==> src/rtl/seq_divider_pkg.sv <==
// Shared definitions for the sequential restoring divider: FSM state
// encoding and the default operand width.
package seq_divider_pkg;

    localparam int DEF_WIDTH = 4;

    typedef enum logic [1:0] {
        ST_IDLE = 2'd0,
        ST_LOAD = 2'd1,
        ST_ITER = 2'd2,
        ST_DONE = 2'd3
    } state_e;

    // Counter width able to hold 0..width-1 (never narrower than one bit).
    function automatic int cnt_width(input int width);
        return (width > 2) ? $clog2(width) : 1;
    endfunction

endpackage

==> src/rtl/div_control.sv <==
// Divider sequencer: IDLE/LOAD/ITER/DONE FSM plus the iteration counter,
// producing the datapath strobes and the busy/done status.
module div_control
    import seq_divider_pkg::*;
#(
    parameter int CNT_W = 2
) (
    input  logic             clk,
    input  logic             rst,
    input  logic             start_i,
    input  logic             dvsr_zero_i,
    input  logic             cnt_last_i,
    output logic             capture_o,
    output logic             load_o,
    output logic             iter_o,
    output logic             result_we_o,
    output logic             busy_o,
    output logic             done_o,
    output logic [CNT_W-1:0] cnt_o
);

    state_e           state_q, state_d;
    logic [CNT_W-1:0] cnt_q, cnt_d;

    // State and iteration counter registers.
    always_ff @(posedge clk) begin
        if (rst) begin
            state_q <= ST_IDLE;
            cnt_q   <= '0;
        end else begin
            state_q <= state_d;
            cnt_q   <= cnt_d;
        end
    end

    // Next-state logic and strobe decode.
    always_comb begin
        state_d     = state_q;
        cnt_d       = cnt_q;
        capture_o   = 1'b0;
        load_o      = 1'b0;
        iter_o      = 1'b0;
        result_we_o = 1'b0;
        done_o      = 1'b0;
        busy_o      = 1'b1;
        case (state_q)
            ST_IDLE: begin
                busy_o = 1'b0;
                if (start_i) begin
                    capture_o = 1'b1;
                    state_d   = ST_LOAD;
                end else begin
                    state_d   = ST_IDLE;
                end
            end
            ST_LOAD: begin
                load_o = 1'b1;
                cnt_d  = '0;
                // A zero divisor skips iteration and writes the dbz result now.
                if (dvsr_zero_i) begin
                    result_we_o = 1'b1;
                    state_d     = ST_DONE;
                end else begin
                    state_d     = ST_ITER;
                end
            end
            ST_ITER: begin
                iter_o = 1'b1;
                if (cnt_last_i) begin
                    result_we_o = 1'b1;
                    cnt_d       = '0;
                    state_d     = ST_DONE;
                end else begin
                    cnt_d       = cnt_q + {{(CNT_W-1){1'b0}}, 1'b1};
                    state_d     = ST_ITER;
                end
            end
            ST_DONE: begin
                done_o  = 1'b1;
                state_d = ST_IDLE;
            end
            default: begin
                busy_o  = 1'b0;
                cnt_d   = '0;
                state_d = ST_IDLE;
            end
        endcase
    end

    assign cnt_o = cnt_q;

endmodule

==> src/rtl/seq_divider.sv <==
// Unsigned restoring divider, one quotient bit per cycle MSB first, with
// registered quotient/remainder/dbz results.
module seq_divider
    import seq_divider_pkg::*;
#(
    parameter int WIDTH = DEF_WIDTH
) (
    input  logic             clk,
    input  logic             rst,
    input  logic             start,
    input  logic [WIDTH-1:0] dividend,
    input  logic [WIDTH-1:0] divisor,
    output logic             busy,
    output logic             done,
    output logic [WIDTH-1:0] quotient,
    output logic [WIDTH-1:0] remainder,
    output logic             dbz
);

    localparam int               CNT_W    = cnt_width(WIDTH);
    localparam logic [CNT_W-1:0] CNT_LAST = CNT_W'(WIDTH - 1);

    logic             capture_s, load_s, iter_s, result_we_s;
    logic             dvsr_zero_s, cnt_last_s;
    logic [CNT_W-1:0] cnt_s;

    logic [WIDTH-1:0] dvsr_q;
    logic [WIDTH-1:0] shift_q, shift_d;
    // Restored remainder is always below the divisor, so WIDTH bits hold it;
    // the extra (WIDTH+1)th bit only exists in the shifted/trial values.
    logic [WIDTH-1:0] rem_q, rem_d;
    logic [WIDTH:0]   shifted_s, trial_s;
    logic             qbit_s;

    logic [WIDTH-1:0] quo_q, rmd_q;
    logic             dbz_q;

    div_control #(.CNT_W(CNT_W)) u_ctrl (
        .clk         (clk),
        .rst         (rst),
        .start_i     (start),
        .dvsr_zero_i (dvsr_zero_s),
        .cnt_last_i  (cnt_last_s),
        .capture_o   (capture_s),
        .load_o      (load_s),
        .iter_o      (iter_s),
        .result_we_o (result_we_s),
        .busy_o      (busy),
        .done_o      (done),
        .cnt_o       (cnt_s)
    );

    assign dvsr_zero_s = (dvsr_q == '0);
    assign cnt_last_s  = (cnt_s == CNT_LAST);

    // One restoring step: shift in the next dividend bit, trial-subtract.
    always_comb begin
        shifted_s = {rem_q, shift_q[WIDTH-1]};
        trial_s   = shifted_s - {1'b0, dvsr_q};
        qbit_s    = ~trial_s[WIDTH];
        if (qbit_s) begin
            rem_d = trial_s[WIDTH-1:0];
        end else begin
            rem_d = shifted_s[WIDTH-1:0];
        end
        shift_d = {shift_q[WIDTH-2:0], qbit_s};
    end

    // Operand capture and iteration registers.
    always_ff @(posedge clk) begin
        if (rst) begin
            dvsr_q  <= '0;
            shift_q <= '0;
            rem_q   <= '0;
        end else begin
            if (capture_s) begin
                dvsr_q  <= divisor;
                shift_q <= dividend;
            end
            if (load_s) begin
                rem_q <= '0;
            end
            if (iter_s) begin
                rem_q   <= rem_d;
                shift_q <= shift_d;
            end
        end
    end

    // Result registers, written only on entry to DONE.
    always_ff @(posedge clk) begin
        if (rst) begin
            quo_q <= '0;
            rmd_q <= '0;
            dbz_q <= 1'b0;
        end else if (result_we_s) begin
            if (dvsr_zero_s) begin
                quo_q <= '1;
                rmd_q <= shift_q;
                dbz_q <= 1'b1;
            end else begin
                quo_q <= shift_d;
                rmd_q <= rem_d;
                dbz_q <= 1'b0;
            end
        end
    end

    assign quotient  = quo_q;
    assign remainder = rmd_q;
    assign dbz       = dbz_q;

endmodule

==> config.mk <==
export PLATFORM = sky130hd
export DESIGN_NAME = seq_divider
export DESIGN_NICKNAME = d
export VERILOG_FILES = /design/src/rtl/seq_divider_pkg.sv /design/src/rtl/div_control.sv /design/src/rtl/seq_divider.sv
export SDC_FILE = /design/constraint.sdc
export NUM_CORES = 1
export LEC_CHECK = 0
export BUFFER_PORTS_ARGS = -buffer_cell sky130_fd_sc_hd__clkbuf_2
export CORE_UTILIZATION = 59
export DETAILED_ROUTE_END_ITERATION = 10
export GPL_TIMING_DRIVEN = 0
export PLACE_DENSITY = 0.94
export REMOVE_ABC_BUFFERS = 1
export SLEW_MARGIN = 10
export SYNTH_ARGS = -nofsm -noshare
export SYNTH_HDL_FRONTEND = slang
export SYNTH_SLANG_ARGS = --single-unit
==> constraint.sdc <==
create_clock -name clk -period 4.5 [get_ports clk]
set_input_delay 0.45 -clock clk [delete_from_list [all_inputs] [get_ports clk]]
set_output_delay 0.45 -clock clk [all_outputs]
set_load 0.01 [all_outputs]
==> key figures <==
Outcome
  – Outcome: complete, no violations

STA
  – RSZ-0062 raised after global routing: no
  – Slew @ Worst Pin: 630 ps
  – Final Max Slew Viols: 0
  – Endpoints failing hold: 0
  – Final worst clock skew: 2.59 ps
  – Worst slew margin: 57.7%
  – Final period util: 51.4%
  – Setup TNS: 0 ps
  – Tmin final: 2310 ps
  – Finish-stage setup viols: 0
  – FMAX: 0.432 GHz

Logic synthesis
  – Top-area cell type share of the netlist area: 37.6%
  – Main combinational cell family by area after synthesis: simple AND/OR/NAND/NOR gates
  – Synth Area in XOR/XNOR: 2.54%
  – Area of the mapped netlist: 1330 um2
  – Mux contribution to synthesized area: 6.95%
  – Leading area contributor after synthesis: dfxtp_1
  – Synth Warn #: 0
  – Synth area leaders: dfxtp_1 38%, ha_1 9.4%, a21oi_1 6.0%, mux2i_1 5.3%, nand2_1 3.9%
  – Register bit count reported by yosys: 25
  – Cell variety after synth: 32
  – Sequential share of the synthesized area: 37.6%
  – Mapped Avg Cell Area: 8.64 um2
  – Simple-gate share of the synthesized area: 23.5%
  – Gate count of the mapped netlist: 154
  – Synth Area in Adders: 10.9%
  – Compound-Gate Fraction of Synth Area: 12.3%

Global route
  – Grt ovf: 0
  – GRT Util Overall: 25.1%
  – Largest net degree at the start of global routing: 31
  – Vias in the first global route: 1124
  – First-pass GRT wire length: 4720 um
  – Initial antenna violation count: 0

Route
  – DR vias: 1101
  – DR iter-0 viols: 14
  – Antenna viol nets, final: 0
  – Residual DRC: 0
  – Via-to-Cell Ratio: 5.59
  – Post-Route WL: 2780 um
  – DRT Pass-1 Iters: 4
  – Wire per inst: 14.1 um

Layout
  – Ant diodes: 0
  – Layout cells sized above 1: 18.2%
  – Most frequent cells in the layout: 25 x dfxtp_1, 21 x clkbuf_2, 16 x a21oi_1
  – Post-Layout Cell Count: 197
  – Final Cell Area: 1460 um2
  – Syn-to-layout area delta: 9.59%
  – NumNets Final: 193
  – # fillers: 164
  – Multi-input logic area: 748 um2
  – FF+latch area: 500 um2
  – Most common cell after layout, fill and taps aside: dfxtp_1

Critical path
  – Worst EP required: 4740 ps
  – Worst Path Max Fanout: 8
  – Crit-path slowest cell: fa_1
  – Family with the most delay on the worst path: adder cells
  – Critical path cell sequence: inv_1 > ha_1 > fa_1 > nand2b_1 > a21oi_1 > xnor2_2 > mux2_2 > o32ai_1
  – Crit-path max cell delay: 410 ps
  – Buf+Inv Stages, Crit Path: 1
  – Worst Path Arrival: 2550 ps
  – CP Capture Type: flop
  – WS Path Type: reg -> reg
  – Setup crit start kind: flop

Placement
  – Post-Place Cells: 193
  – Placed Instance Area: 1430 um2
  – Hpwl dp: 2070 um
  – Routability Congestion: 0.827
  – Buffers on Ports: 21

Power and ir drop
  – Pwr/cell area: 328 nW/um2
  – Static Leak: 0.000605 uW
  – Post-route total power: 479 uW
  – Maximum vdd ir drop: 299 uV

Clocking
  – Cts hold-fix bufs: 0
  – CTS max path bufs: 2
  – Clk slew on worst S/H paths: 140 ps
  – CTS H-Tree Depth: 1
  – TritonCTS Sinks: 25
  – CTS Buf Count: 3
  – CTS tree: yes
  – Clock Latency Late Sink: 330 ps
  – Clock root cell: clkbuf_4
  – Post CTS Setup Buffer Count: 0
  – Post-CTS sizing: 0

Floorplanning
  – Chip height: 49.5 um
  – Core area: 2040 um2
  – Initial core utilization: 65.2%
  – Die area: 2450 um2
  – Io pins: 22
  – # rows: 16
  – Die Wd: 49.5 um

Run
  – Max_cap viols: 0

Hold path
  – Min-delay worst type: in -> reg
-- report_power, final --
group          switching (uW)  internal [uW]
sequential               12.0            234
clock                    71.2           34.1
combinational            75.0           52.6
-- registers in the layout, indices dropped and copies added, names as in the netlist --
signal	count
quotient	4
u_ctrl.cnt_o	2
u_ctrl.state_q	2
shift_q	4
rem_q	4
dbz	1
remainder	4
dvsr_q	4
-- final timing paths --
path	from	end	cells after the start	slack, ps
max	shift_q[3]$_SDFFE_PP0P_	rem_q[0]$_SDFFE_PP0N_	8	2190
min	divisor[3]	dvsr_q[3]$_SDFFE_PP0P_	3	340
max reg2reg	shift_q[3]$_SDFFE_PP0P_	rem_q[0]$_SDFFE_PP0N_	8	2190
min reg2reg	dbz$_SDFFE_PP0P_	dbz$_SDFFE_PP0P_	2	460
-- stage by stage --
step	hold slack [ps]	setup slack, ps	utilization (%)
3_3_place_gp	444	2330	70.0
5_1_grt	359	2110	71.4
3_5_place_dp	448	2230	70.0
4_1_cts	340	2200	71.4
2_1_floorplan	444	2450	-
6_report	336	2190	71.4
-- area by class of cell --
type	count	area share [%]
clock inverters	1	0.515
repair buffers	21	7.20
multi-input cells	109	51.3
inverters	11	2.83
clock buffers	3	1.54
well taps	27	2.32
flip-flops and latches	25	34.3
-- metal layers --
metal	global-route usage (%)	part of all wire [%]
met1	27.0	41
met5	0	0
met2	47.9	54
met4	10.5	1.3
met3	4.01	3.1
-- synth_stat cells --
library cell / n
a21oi_1: 16
a22o_4: 1
a311oi_1: 1
and2_1: 1
and3b_1: 2
buf_6: 1
clkbuf_1: 8
dfxtp_1: 25
fa_1: 1
ha_1: 10
inv_1: 11
mux2_2: 2
mux2i_1: 7
nand2_1: 14
nand2_2: 1
nand2b_1: 3
nand3_1: 9
nand3b_1: 2
nand4b_1: 1
nor2_1: 13
nor2b_1: 3
nor3_1: 8
nor3b_1: 1
nor4_4: 1
o211ai_1: 1
o21ai_0: 1
o21ai_1: 2
o32ai_1: 4
or3_1: 1
xnor2_1: 1
xnor2_2: 1
xor2_1: 1
-- cell families (layout without fill, tap and decap cells) --
family | Yosys count | after routing
multiplexers | 9 | 9
flip-flops | 25 | 25
AND/OR/NAND/NOR | 60 | 60
adder cells (fa/ha/maj) | 11 | 11
buffers and inverters | 20 | 36
AO/OA/AOI/OAI | 26 | 26
XOR/XNOR | 3 | 3
-- worst register-to-register path, delay by kind of cell (launching register included) --
kind,cells,cell delay (ps)
and+or+nand+nor,1,160
buffers and inverters,1,70
DFF,1,370
xor gates and xnor gates,1,250
adders and majority gates,2,620
AOI/OAI and AO/OA,2,360
muxes,1,410
(Power assumes the default switching activity.)
